==> config.mk <==
export PLATFORM = sky130hd
export DESIGN_NAME = code_loader
export DESIGN_NICKNAME = d
export VERILOG_FILES = /design/src/rtl/code_loader_pkg.sv /design/src/rtl/uart_rx.sv /design/src/rtl/code_loader.sv
export SDC_FILE = /design/constraint.sdc
export NUM_CORES = 1
export LEC_CHECK = 0
export ABC_AREA = 0
export BUFFER_PORTS_ARGS = -buffer_cell sky130_fd_sc_hd__buf_2
export CAP_MARGIN = 20
export CORE_MARGIN = 5
export CORE_UTILIZATION = 50
export CTS_CLUSTER_DIAMETER = 200
export DETAILED_ROUTE_END_ITERATION = 8
export PLACE_DENSITY = 0.69
export REMOVE_ABC_BUFFERS = 1
export SLEW_MARGIN = 40
export SYNTH_ARGS = -nofsm -noshare
export SYNTH_HDL_FRONTEND = slang
export SYNTH_SLANG_ARGS = --single-unit
export TNS_END_PERCENT = 1
==> constraint.sdc <==
create_clock -name clk -period 3.1 [get_ports clk]
set_input_delay 0.31 -clock clk [delete_from_list [all_inputs] [get_ports clk]]
set_output_delay 0.31 -clock clk [all_outputs]
set_load 0.02 [all_outputs]
==> src/rtl/code_loader_pkg.sv <==
// Shared constants for the code loader: FSM encodings and UART frame shape.
package code_loader_pkg;

  localparam int unsigned UartDataBits = 8;
  localparam int unsigned UartStopBits = 1;

  typedef enum logic [2:0] {
    StIdle,
    StHi,
    StLo,
    StWrite,
    StDone,
    StError
  } state_e;

  typedef enum logic [1:0] {
    RxIdle,
    RxStart,
    RxData,
    RxStop
  } rx_state_e;

endpackage

==> src/rtl/uart_rx.sv <==
// 8N1 UART receiver: two-flop synchroniser, mid-bit sampling, one-cycle
// byte_valid or frame_err per frame.
module uart_rx
  import code_loader_pkg::*;
#(
  parameter int unsigned CLKS_PER_BIT = 434
) (
  input  logic       clk,
  input  logic       rst,
  input  logic       rx,
  output logic [7:0] byte_out,
  output logic       byte_valid,
  output logic       frame_err
);

  localparam int unsigned CntW = $clog2(CLKS_PER_BIT);
  localparam int unsigned BitW = $clog2(UartDataBits);
  localparam logic [CntW-1:0] HalfM1 = CntW'(CLKS_PER_BIT / 2 - 1);
  localparam logic [CntW-1:0] FullM1 = CntW'(CLKS_PER_BIT - 1);
  localparam logic [BitW-1:0] LastBit = BitW'(UartDataBits - 1);

  rx_state_e       state_q, state_d;
  logic            rx_meta_q, rx_sync_q, rx_prev_q;
  logic [CntW-1:0] cnt_q, cnt_d;
  logic [BitW-1:0] bit_q, bit_d;
  logic [7:0]      shift_q, shift_d;
  logic            valid_q, valid_d;
  logic            ferr_q, ferr_d;

  always_ff @(posedge clk or negedge rst) begin
    if (!rst) begin
      rx_meta_q <= 1'b1;
      rx_sync_q <= 1'b1;
      rx_prev_q <= 1'b1;
      state_q   <= RxIdle;
      cnt_q     <= '0;
      bit_q     <= '0;
      shift_q   <= '0;
      valid_q   <= 1'b0;
      ferr_q    <= 1'b0;
    end else begin
      rx_meta_q <= rx;
      rx_sync_q <= rx_meta_q;
      rx_prev_q <= rx_sync_q;
      state_q   <= state_d;
      cnt_q     <= cnt_d;
      bit_q     <= bit_d;
      shift_q   <= shift_d;
      valid_q   <= valid_d;
      ferr_q    <= ferr_d;
    end
  end

  always_comb begin
    state_d = state_q;
    cnt_d   = cnt_q;
    bit_d   = bit_q;
    shift_d = shift_q;
    valid_d = 1'b0;
    ferr_d  = 1'b0;
    unique case (state_q)
      RxIdle: begin
        if (rx_prev_q && !rx_sync_q) begin
          state_d = RxStart;
          cnt_d   = '0;
        end
      end
      RxStart: begin
        if (cnt_q == HalfM1) begin
          cnt_d   = '0;
          bit_d   = '0;
          // Line back high at mid start bit: treat as a glitch.
          state_d = rx_sync_q ? RxIdle : RxData;
        end else begin
          cnt_d = cnt_q + CntW'(1);
        end
      end
      RxData: begin
        if (cnt_q == FullM1) begin
          cnt_d   = '0;
          shift_d = {rx_sync_q, shift_q[7:1]};
          if (bit_q == LastBit) state_d = RxStop;
          else                  bit_d   = bit_q + BitW'(1);
        end else begin
          cnt_d = cnt_q + CntW'(1);
        end
      end
      RxStop: begin
        if (cnt_q == FullM1) begin
          cnt_d   = '0;
          state_d = RxIdle;
          valid_d = rx_sync_q;
          ferr_d  = !rx_sync_q;
        end else begin
          cnt_d = cnt_q + CntW'(1);
        end
      end
      default: state_d = RxIdle;
    endcase
  end

  assign byte_out   = shift_q;
  assign byte_valid = valid_q;
  assign frame_err  = ferr_q;

endmodule

==> src/rtl/code_loader.sv <==
// Loads a program over UART into code memory: count byte, then N big-endian
// 16-bit words; raises run once the last word is written.
module code_loader
  import code_loader_pkg::*;
#(
  parameter int unsigned CLKS_PER_BIT = 434,
  parameter int unsigned ADDR_W       = 8,
  parameter int unsigned WORD_W       = 16
) (
  input  logic              clk,
  input  logic              rst,
  input  logic              rx,
  output logic              code_w_en,
  output logic [ADDR_W-1:0] code_addr_in,
  output logic [WORD_W-1:0] code_in,
  output logic              run,
  output logic              busy,
  output logic              err
);

  localparam logic [31:0] MaxWords = 32'(1) << ADDR_W;

  logic [1:0]        rst_sync_q;
  logic              rst_int;
  logic [7:0]        rx_byte;
  logic              rx_valid, rx_ferr;
  state_e            state_q, state_d;
  logic [ADDR_W:0]   addr_q, addr_d, n_q, n_d, n_clip;
  logic [7:0]        hi_q, hi_d;
  logic [ADDR_W-1:0] code_addr_q, code_addr_d;
  logic [WORD_W-1:0] code_q, code_d;
  logic [31:0]       count_ext;

  // Assert asynchronously, release on a clock edge.
  always_ff @(posedge clk or negedge rst) begin
    if (!rst) rst_sync_q <= 2'b00;
    else      rst_sync_q <= {rst_sync_q[0], 1'b1};
  end
  assign rst_int = rst_sync_q[1];

  uart_rx #(
    .CLKS_PER_BIT(CLKS_PER_BIT)
  ) u_uart_rx (
    .clk       (clk),
    .rst       (rst_int),
    .rx        (rx),
    .byte_out  (rx_byte),
    .byte_valid(rx_valid),
    .frame_err (rx_ferr)
  );

  assign count_ext = 32'(rx_byte);
  assign n_clip    = (count_ext > MaxWords) ? MaxWords[ADDR_W:0] : count_ext[ADDR_W:0];

  always_ff @(posedge clk or negedge rst_int) begin
    if (!rst_int) begin
      state_q     <= StIdle;
      addr_q      <= '0;
      n_q         <= '0;
      hi_q        <= '0;
      code_addr_q <= '0;
      code_q      <= '0;
    end else begin
      state_q     <= state_d;
      addr_q      <= addr_d;
      n_q         <= n_d;
      hi_q        <= hi_d;
      code_addr_q <= code_addr_d;
      code_q      <= code_d;
    end
  end

  always_comb begin
    state_d     = state_q;
    addr_d      = addr_q;
    n_d         = n_q;
    hi_d        = hi_q;
    code_addr_d = code_addr_q;
    code_d      = code_q;
    if (rx_ferr && state_q != StDone) begin
      state_d = StError;
    end else begin
      unique case (state_q)
        StIdle: begin
          if (rx_valid) begin
            n_d     = n_clip;
            addr_d  = '0;
            state_d = (n_clip == '0) ? StDone : StHi;
          end
        end
        StHi: begin
          if (rx_valid) begin
            hi_d    = rx_byte;
            state_d = StLo;
          end
        end
        StLo: begin
          // Present address/data on entry to StWrite; they hold afterwards.
          if (rx_valid) begin
            code_addr_d = addr_q[ADDR_W-1:0];
            code_d      = WORD_W'({hi_q, rx_byte});
            state_d     = StWrite;
          end
        end
        StWrite: begin
          addr_d  = addr_q + (ADDR_W + 1)'(1);
          state_d = (addr_q + (ADDR_W + 1)'(1) == n_q) ? StDone : StHi;
        end
        StDone:  state_d = StDone;
        StError: state_d = StError;
        default: state_d = StError;
      endcase
    end
  end

  always_comb begin
    code_w_en = (state_q == StWrite);
    busy      = (state_q == StHi) || (state_q == StLo) || (state_q == StWrite);
    run       = (state_q == StDone);
    err       = (state_q == StError);
  end

  assign code_addr_in = code_addr_q;
  assign code_in      = code_q;

endmodule
After elaboration in Yosys (flattened, before gate mapping)
Index checks and enable logic that the tools add are counted.
{ "totals": {"output_inout_bits": 28, "input_bits": 3, "register_bits": 82, "wordCells": 92} }
{ "classes": {"bitwise": 1, "n_addsub": 3, "eq_ne": 23, "n_reduce_logical": 19, "n_lt_le_gt_ge": 1, "mux": 29} }
{ "ops": {"columns": ["operator", "n"], "rows": [
  ["2-to-1 mux 9 bit", 5],
  ["2-to-1 mux 3 bit", 9],
  ["one-hot mux 9 bit (3 select lines)", 1],
  ["adder 9 x 1 -> 9 bit (second input constant)", 2],
  ["one-hot mux 9 bit (2 select lines)", 1],
  ["one-hot mux 3 bit (5 select lines)", 1],
  ["AND reduction 3 bit", 5],
  ["2-to-1 mux 2 bit", 6],
  ["!= test 2 x 1 -> 1 bit (second input constant)", 6],
  ["== test 3 bit (second input constant)", 3],
  ["== test 9 x 8 -> 1 bit (second input constant)", 1],
  ["== test 9 bit", 1],
  ["== test 9 bit (second input constant)", 1],
  ["greater-than comparator 8 x 9 -> 1 bit (second input constant)", 1],
  ["logical NOT 9 bit", 1],
  ["!= test 3 x 2 -> 1 bit (second input constant)", 3],
  ["one-hot mux 2 bit (4 select lines)", 1],
  ["== test 3 x 2 -> 1 bit (second input constant)", 2],
  ["one-hot mux 3 bit (2 select lines)", 1],
  ["AND reduction 5 bit", 1],
  ["== test 2 bit (second input constant)", 2],
  ["2-to-1 mux 1 bit", 4],
  ["AND reduction 4 bit", 1],
  ["nonzero test 2 bit", 2],
  ["other kinds (13)", 15]
]} }

Depth between registers and ports, before layout
Gate-level depths: netlist of the first run.
{ "logic_depth": {"ltp_word": 7, "depth_mapped": 8, "ltp_nobuf": 7} }

By module
A second synthesis of the first run with hierarchy kept.
{ "hier_totals": {"hier_cells": 323, "area_unflattened_um2": 3900.0} }
{ "modules_own_cells": {"columns": ["mod", "n_inst", "seq_area_each_um2", "cells_per_inst", "area_each_um2"], "rows": [
  ["code_loader", 1, 1351.3, 206, 2557.5],
  ["uart_rx", 1, 679.4, 117, 1342.5]
]} }

Least setup slack after synthesis of the first run
No wires, ideal clock.
{ "synth_path": {"kind": "flip-flop to flip-flop", "from": "reg u_uart_rx.cnt_q[0]", "to": "reg u_uart_rx.cnt_q[2]", "required_ns": 2.982, "setup_time_ns": 0.118, "synth_period_minus_slack_ns": 1.962, "t_arrival_ns": 1.844, "path_slack_ns": 1.138, "stages_incl_launch_ff": 9, "path_buffers": 1, "path_cell_list": "dfrtp_1 -> inv_1 -> ha_1 -> or4b_1 -> nor3_2 -> o22a_2 -> buf_4 -> o21ai_0 -> a21o_1"} }
{ "synth_via": {"elab_chain_cells": 3, "elab_cells_between_ends": 6, "cone_classes": "add/sub (1); eq/ne (2); mux (3)"} }
{ "synth_lines": {"columns": ["element", "line_no", "source"], "rows": [
  ["from (decl)", "uart_rx.sv:24", "logic [CntW-1:0] cnt_q, cnt_d;"],
  ["from (signal assigned)", "uart_rx.sv:46", "cnt_q <= cnt_d;"],
  ["adder 9 x 1 -> 9 bit (tied with other cells)", "uart_rx.sv:75, uart_rx.sv:85, uart_rx.sv:95", null],
  ["2-to-1 mux 9 bit, on equally long branches", "uart_rx.sv:79, uart_rx.sv:89, uart_rx.sv:69", null],
  ["one-hot mux 9 bit (3 select lines) (*)", "uart_rx.sv:61", "unique case (state_q)"]
]} }
Every way passes the cells marked *; elsewhere a longest branch is shown, timed or not.
A chain may end at the register's enable or synchronous reset.

==> flow_summary.ini, run 1 <==
[placement]
place_congestion = 0.8334
io_buffers = 30
dp_cells = 423
hpwl_um = 4447

[power]
p_clk_share_pct = 36.4
power_mw = 2.143
internal_power_mw = 1.555
power_frac_seq_pct = 53.8
switching_share_pct = 27.44
power_density_nw_per_um2 = 516.7
peakVddDrop_uv = 334.5
p_comb_share_pct = 9.8
p_leak_nw = 2.095
p_switching_mw = 0.5879

[clock_network]
path_clk_slew_ns = 0.08
ctsResizeCount = 0
cts_root_buffer = clkbuf_8
clkSinkCount = 81
hold_buffers = 1
cts_buffers = 9
htreeDepth = 3
cts_tree = done
insertion_delay_ns = 0.35
clockBufferDepth = 2
post-cts-setup-buffers = 0

[worst_hold_path]
holdCritStartpoint = rx
min_to = u_uart_rx.rx_meta_q
hold_path_depth = 1
holdCritPathClass = in -> reg

[timing]
drv_slew = 0
relSlewSlack_pct = 59.07
max_freq_mhz = 464.0
rsz0062_at_grt = no
finalSetupViolCount = 0
worst_pin_slew_ns = 0.6094
fin_crit_ns = 2.155
finalHoldViolations = 0
finalCritPeriodShare_pct = 69.52
fin_tns_setup_ns = 0
final.setup_skew_ns = 0.009057

[route]
drc = 0
first_pass_iters = 4
drt_iter0_drc = 55
vias = 2360
avgViaCountPerCell = 5.364
wl_per_cell_um = 14.71
postRouteAntennaNets = 0
wl_um = 6474

[critical_path]
cp_data_arrival_time_ns = 2.39
path_max_fanout = 18
end_kind = flop
r2r_cells = 7
start_kind = flop
crit_required_ns = 3.34
worstSetupPathType = reg -> reg
r2r_slack_ns = 0.94
r2r-start = u_uart_rx.cnt_q[1]

[global_routing]
globalRouteOverflowTotal = 0
grt_pass1_wl_um = 11520
grt_pass1_vias = 2407
antenna_found_initial = 0
grt_max_degree = 43
grtUsageTotal_pct = 16.41

[synth]
synth-seq-cells = 81
synth_edf_count = 0
netlist_area_um2 = 3667
avgSynthCellArea_um2 = 12.18
netlist_instances = 301
yosysSeqAreaShare_pct = 55.37
synth-async-reset-ratio_pct = 100.0
synth_warnings = 0
synth.distinct_cells = 49
synth_ff_type = dfrtp_1

[final_layout]
layout.cells.non_filler = 440
diodes = 0
area_delta_synth_final_pct = 13.07
final_nets = 345
drive_gt1_share_pct = 31.96
mostFrequentLayoutCells = dfrtp_1, mux2_2, buf_2
fill_cells = 615
mostFrequentLayoutCell = dfrtp_1

[floorplan]
fp.dieH_um = 95.64
die_area_um2 = 9147
ioPinCount = 31
start_util_pct = 50.83
coreArea_um2 = 7214
die_x_um = 95.64
rows = 31

[flow_run]
cap_violations = 0

[outcome]
status = finished, final reports clean
==> registers in the layout, summed over array words and instances (netlist names), named ones only <==
register	flops
code_in	16
addr_q	9
u_uart_rx.cnt_q	9
code_addr_in	8
hi_q	8
n_q	8
u_uart_rx.byte_out	8
state_q	3
u_uart_rx.bit_q	3
rst_sync_q	2
u_uart_rx.byte_valid	1
u_uart_rx.frame_err	1
u_uart_rx.rx_meta_q	1
u_uart_rx.rx_prev_q	1
u_uart_rx.rx_sync_q	1
u_uart_rx.state_q	1
==> critical path, cell delays in order (launching register included) <==
cell and delay (ns):
dfrtp_1 0.41, inv_1 0.11, ha_1 0.14, or4b_1 0.44
nor3_2 0.19, o22a_2 0.36, nand2_1 0.10, mux2_2 0.27
==> synth_stat cells, types with 5 or more instances <==
cell type / number / area (um^2)
xnor2_1: 7 / 61.31
a21o_1: 5 / 37.54
ha_1: 6 / 75.07
and3_1: 5 / 31.28
mux2_2: 49 / 551.8
nor2_1: 16 / 60.06
clkbuf_1: 9 / 33.78
nand2_1: 14 / 52.55
inv_1: 8 / 30.03
dfrtp_1: 78 / 1952
nand3_1: 13 / 65.06
o21ai_0: 20 / 100.1
==> cells by family (layout without fill, tap and decap cells) <==
family / Yosys count / count (layout) / synth area share (%)
mux: 52 / 52 / 15.86
flops: 81 / 81 / 55.37
compound gates: 51 / 51 / 9.212
fa+ha+maj: 6 / 6 / 2.047
xor+xnor: 10 / 10 / 2.764
buf+inv: 19 / 59 / 2.218
simple gates: 81 / 81 / 12.42
other cells: 1 / 1 / 0.1023
==> stage by stage <==
step,hold slack [ns],cell area (um^2),setup slack (ns),utilization (%)
after floorplan,0.01441,3616,0.6823,-
after global placement,0.09687,3916,1.015,54.28
after detailed placement,0.09743,3936,0.9599,54.56
after CTS,0.03329,4146,0.9343,57.47
after global routing,0.03121,4146,0.7628,57.47
final,0.05403,4146,0.9448,57.47
==> power groups by stage <==
| stage | Sequential [mW] | Combinational, mW | Clock (mW) |
|---|---|---|---|
| 2_1_floorplan | 1.17 | 0.160 | 0 |
| 3_3_place_gp | 1.18 | 0.189 | 0 |
| 3_5_place_dp | 1.17 | 0.211 | 0 |
| 4_1_cts | 1.15 | 0.214 | 0.805 |
| 5_1_grt | 1.17 | 0.244 | 0.854 |
| 6_report | 1.15 | 0.211 | 0.779 |
==> how the worst max path moves through the flow <==
| stage | from | end | slack [ns] | cells past startpoint |
|---|---|---|---|---|
| after floorplan | rst_sync_q[1] | asynchronous set/reset pin | 0.68 | 0 |
| after global placement | u_uart_rx.cnt_q[0] | flop | 1.01 | 7 |
| after detailed placement | u_uart_rx.cnt_q[1] | flop | 0.96 | 7 |
| after CTS | u_uart_rx.cnt_q[0] | flop | 0.93 | 7 |
| after global routing | u_uart_rx.cnt_q[1] | u_uart_rx.cnt_q[3] | 0.76 | 7 |
| final | u_uart_rx.cnt_q[1] | flop | 0.94 | 7 |
==> area by class of cell <==
class / count / area (um^2) / share of cell area (%)
well taps: 99 / 123.9 / 2.987
clock inverters: 7 / 76.32 / 1.841
inverters: 8 / 30.03 / 0.7242
multi-input cells: 201 / 1555 / 37.51
flip-flops and latches: 81 / 2034 / 49.06
clock buffers: 9 / 123.9 / 2.987
repair buffers: 35 / 202.7 / 4.888
==> routing by layer <==
layer | up-vias | GRT usage, % | wire length [um]
met5 | - | 0 | 0
met4 | 0 | 6.754 | 98
met3 | 8 | 4.657 | 263
met2 | 47 | 25.71 | 3029
met1 | 1146 | 21.40 | 3083
li1 | 1159 | - | -
Power figures use the tool's default switching activity.
==> inputs of run 2 (changes only) <==
clock period = 2 ns   (was 3.1 ns; I/O delays follow)
==> run 2 against run 1 <==
Die area stayed put. Global-route usage is 0.25 points lower. Count of clock-buffer cells in the layout is 2 higher. Register-to-register slack worse by 0.92 ns. Cell area is 3.7% higher. First-iteration DRC count is 130% higher. Clock skew is 0.0020 ns higher. Combinational power is 130% higher. Fmax is 9.1% higher. Utilization is 2.1 points higher. Largest cell class unchanged. Largest power group unchanged.
==> flow_summary.ini, run 2 (synthesis results as in run 1) <==
[power]
p_leak_nw = 2.193
power_mw = 3.412
power_density_nw_per_um2 = 793.8
switching_share_pct = 27.76
peakVddDrop_uv = 562.5
power_frac_seq_pct = 51.7
p_comb_share_pct = 14.2
p_clk_share_pct = 34.0
internal_power_mw = 2.465
p_switching_mw = 0.9471

[timing]
fin_crit_ns = 1.975
relSlewSlack_pct = 63.98
max_freq_mhz = 506.3
worst_pin_slew_ns = 0.5402
finalCritPeriodShare_pct = 98.75
drv_slew = 0
finalWorstSetupSlack_ns = 0.02498
finalHoldViolations = 0
final.setup_skew_ns = 0.01103
rsz0062_at_grt = yes
finalSetupViolCount = 0

[floorplan]
coreArea_um2 = 7214
fp.dieH_um = 95.64
die_x_um = 95.64
start_util_pct = 50.83
rows = 31
ioPinCount = 31
die_area_um2 = 9147

[final_layout]
mostFrequentLayoutCells = dfrtp_1, mux2_2, buf_2
diodes = 0
fill_cells = 603
seqCellArea_um2 = 2034
largest_reg_flops = 16
final_nets = 363
multiInputGateArea_um2 = 1572
mostFrequentLayoutCell = dfrtp_1
area_delta_synth_final_pct = 17.20
drive_gt1_share_pct = 35.65

[outcome]
status = finished, final reports clean

[global_routing]
grtUsageTotal_pct = 16.17
grt_pass1_wl_um = 11340
antenna_found_initial = 0
grt_pass1_vias = 2441
globalRouteOverflowTotal = 0
grt_max_degree = 42

[critical_path]
start_kind = flop
cp_data_arrival_time_ns = 2.21
critPathLaunch = u_uart_rx.cnt_q[1]
path_max_fanout = 16
crit_required_ns = 2.24
r2r-start = u_uart_rx.cnt_q[1]
slowest_delay_ns = 0.44
end_kind = flop
critPathSlowestCell = or4b_1
crit_chain = inv_1 > ha_1 > or4b_1 > nor3_2 > o22a_4 > nand2_1 > mux2_2
cp_top_family = simple AND/OR/NAND/NOR gates
worstSetupPathType = reg -> reg
critPathBufInv = 1

[clock_network]
clkSinkCount = 81
cts_buffers = 9
clockBufferDepth = 2
cts_root_buffer = clkbuf_8
htreeDepth = 3
path_clk_slew_ns = 0.09
insertion_delay_ns = 0.35
cts_tree = done

[placement]
pre_cts_ws_ns = -0.06452
hpwl_um = 4639
io_buffers = 30
place_congestion = 0.8396

[route]
drt_iter0_drc = 124
wl_um = 6690
vias = 2469
drc = 0
first_pass_iters = 4
wl_per_cell_um = 14.61
postRouteAntennaNets = 0
avgViaCountPerCell = 5.391

[worst_hold_path]
holdCritPathClass = in -> async

[flow_run]
cap_violations = 0
run 2: cell types whose count changed in the layout (fill, tap and decap cells not counted), moves of 2 or more:
| cell | delta |
|---|---|
| clkinv_4 | +2 |
| clkinvlp_4 | -2 |
| clkbuf_8 | +2 |
| buf_4 | +17 |
run 2: cell type report:
cell class	count	area share, %
flip-flops and latches	81	47.34
multi-input cells	201	36.56
repair buffers	53	7.918
clock buffers	11	3.523
well taps	99	2.882
clock inverters	5	1.077
inverters	8	0.6987
run 2: worst reg2reg max path, cell delays in order (launching register included):
cell,delay (ns)
dfrtp_1,0.38
inv_1,0.07
ha_1,0.13
or4b_1,0.44
nor3_2,0.22
o22a_4,0.27
nand2_1,0.08
mux2_2,0.28
run 2: timing repair:
| item | 4_1_cts | 5_1_grt |
|---|---|---|
| gates resized for setup | 1 | 2 |
| gates cloned | 0 | 0 |
| endpoints found under the hold margin | 3 | 0 |
| hold buffers | 2 | 0 |
| setup buffers | 0 | 3 |
| pin swaps | 1 | 1 |
| endpoints found under the setup margin | 7 | 9 |
run 2: per-stage QoR:
stage               instance area (um^2)  hold slack [ns]  setup TNS, ns  instances  util [%]
floorplan                           3616         -0.09559         -31.75        290         -
global placement                    4041         -0.01435       -0.01791        437     56.02
detailed placement                  4041         -0.01370        -0.2113        437     56.02
CTS                                 4267           0.1314              0        455     59.14
global route                        4298           0.1547        -0.2063        458     59.57
finish                              4298           0.1546              0        458     59.57
run 2: path summary, 6_finish.rpt:
path / endpoint / slack, ns / depth (start not counted)
min: rst_sync_q[1] / 0.15 / 2
min reg2reg: hi_q[3] / 0.32 / 0
max reg2reg: flop / 0.02 / 7
max in group asynchronous: u_uart_rx.cnt_q[1] / 1.13 / 1
min in group clk: u_uart_rx.rx_sync_q / 0.36 / 0
max: flop / 0.02 / 7
run 2: routing by layer:
layer / part of all wire, % / up-vias / global-route usage [%]
li1: - / 1203 / -
met1: 48 / 1216 / 20.96
met2: 46 / 38 / 25.25
met3: 3.0 / 12 / 3.236
met4: 2.2 / 0 / 9.123
met5: 0 / - / 0
run 2: power groups by stage:
stage                     registers (mW)  clock network, mW  logic [mW]
after CTS                           1.76               1.21       0.433
after floorplan                     1.81                  0       0.248
after detailed placement            1.80                  0       0.407
final                               1.76               1.16       0.486
after global routing                1.78               1.28       0.529
after global placement              1.80                  0       0.386
==> inputs of run 3 (changes only) <==
==> constraint.sdc (replaced) <==
create_clock -name clk -period 2 [get_ports clk]
set_input_delay 0.4 -clock clk [delete_from_list [all_inputs] [get_ports clk]]
set_output_delay 0.4 -clock clk [all_outputs]
set_load 0.02 [all_outputs]
==> run 3 against run 2 <==
Via count down 0.16%. Count of clock-buffer cells in the layout stayed put. Power about the same. Sequential share of layout area grew 0.11 points. Fmax barely moved. Non-clock buffer count decreased by 1. Die area stayed put. First-iteration DRC count grew 7.3%. Register-to-register slack is essentially flat. Highest routed layer unchanged.
==> flow_summary.ini, run 3 (synthesis results as in run 1) <==
[placement]
place_congestion = 0.8396
pre_cts_ws_ns = -0.06452
hpwl_um = 4639
io_buffers = 30

[final_layout]
mostFrequentLayoutCell = dfrtp_1
largest_reg_flops = 16
drive_gt1_share_pct = 35.75
diodes = 0
fill_cells = 604
final_nets = 362
mostFrequentLayoutCells = dfrtp_1, mux2_2, buf_2
area_delta_synth_final_pct = 16.92

[clock_network]
cts_buffers = 9
clockBufferDepth = 2
htreeDepth = 3
path_clk_slew_ns = 0.08
insertion_delay_ns = 0.35
clkSinkCount = 81
cts_root_buffer = clkbuf_8
cts_tree = done

[route]
wl_um = 6690
postRouteAntennaNets = 0
drc = 0
drt_iter0_drc = 133
vias = 2465
wl_per_cell_um = 14.64
avgViaCountPerCell = 5.394
first_pass_iters = 4

[timing]
max_freq_mhz = 506.3
relSlewSlack_pct = 63.98
drv_slew = 0
final.setup_skew_ns = 0.01107
rsz0062_at_grt = yes
finalHoldViolations = 0
finalCritPeriodShare_pct = 98.75
fin_crit_ns = 1.975
worst_pin_slew_ns = 0.5402
finalSetupViolCount = 0
hold-worst-slack_ns = 0.1461
fin_tns_setup_ns = 0
finalWorstSetupSlack_ns = 0.02503

[critical_path]
slowest_delay_ns = 0.44
end_kind = flop
critPathSlowestCell = or4b_1
cp_data_arrival_time_ns = 2.21
path_max_fanout = 16
start_kind = flop
worstSetupPathType = reg -> reg
crit_required_ns = 2.24
crit_chain = inv_1 > ha_1 > or4b_1 > nor3_2 > o22a_4 > nand2_1 > mux2_2

[floorplan]
fp.dieH_um = 95.64
start_util_pct = 50.83
rows = 31
ioPinCount = 31
die_x_um = 95.64
coreArea_um2 = 7214
die_area_um2 = 9147

[power]
peakVddDrop_uv = 562.5
p_leak_nw = 2.188
power_mw = 3.410
power_density_nw_per_um2 = 795.4

[worst_hold_path]
holdCritPathClass = in -> reg

[global_routing]
grt_max_degree = 42
globalRouteOverflowTotal = 0
grt_pass1_wl_um = 11330
grtUsageTotal_pct = 16.15
grt_pass1_vias = 2435
antenna_found_initial = 0

[flow_run]
cap_violations = 0

[outcome]
status = finished, final reports clean
[run 3: changes by cell type in the layout (fill, tap and decap cells not counted)]
cell,previous run,this run
dlygate4sd3_1,2,1
[run 3: power by group]
group	internal, mW	leakage [nW]	switching, mW
clock network	0.541	0.102	0.621
logic	0.231	0.975	0.253
registers	1.69	1.11	0.0731
total	2.46	2.19	0.947
[run 3: layout make-up]
| type | instances | area [um^2] | area share [%] |
|---|---|---|---|
| clock buffer | 11 | 151.4 | 3.531 |
| clock inverter | 5 | 46.29 | 1.080 |
| inverter | 8 | 30.03 | 0.7003 |
| multi-input combinational | 201 | 1572 | 36.65 |
| sequential | 81 | 2034 | 47.45 |
| tap | 99 | 123.9 | 2.889 |
| timing repair buffer | 52 | 330.3 | 7.704 |
[run 3: final timing paths]
path,startpoint,to,slack (ns),cells after the start
worst max register to register,u_uart_rx.cnt_q[1],flop,0.03,7
worst min register to register,rst_sync_q[1],hi_q[3],0.32,0
worst max-delay path,u_uart_rx.cnt_q[1],flop,0.03,7
min in group asynchronous,rst_sync_q[1],hi_q[3],0.32,0
worst min-delay path,rx,u_uart_rx.rx_meta_q,0.15,1
max in group asynchronous,rst_sync_q[1],u_uart_rx.cnt_q[1],1.13,1
[run 3: layer usage]
metal  vias to the layer above  share of wire [%]  GRT usage [%]
met1                      1214                 48          20.91
met3                        12                3.0          3.236
met4                         0                2.2          9.123
li1                       1201                  -              -
met2                        38                 47          25.25
met5                         -                  0              0
[run 3: critical path: cells and delay by family (launching register included)]
kind | cells | cell delay, ns
simple gates | 3 | 0.74
flops | 1 | 0.38
mux | 1 | 0.28
compound gates | 1 | 0.27
fa+ha+maj | 1 | 0.13
buf+inv | 1 | 0.07
[run 3: what timing repair did]
action | 4_1_cts | 5_1_grt
endpoints found under the setup margin | 7 | 9
hold buffers | 1 | 0
resized for setup | 1 | 2
endpoints found under the hold margin | 2 | 0
pin swaps | 1 | 1
buffers inserted | 0 | 3
[run 3: through the flow]
step | area (um^2) | utilization (%) | instances
after floorplan | 3616 | - | 290
after global placement | 4041 | 56.02 | 437
after detailed placement | 4041 | 56.02 | 437
after CTS | 4257 | 59.00 | 454
after global routing | 4288 | 59.43 | 457
final | 4288 | 59.43 | 457
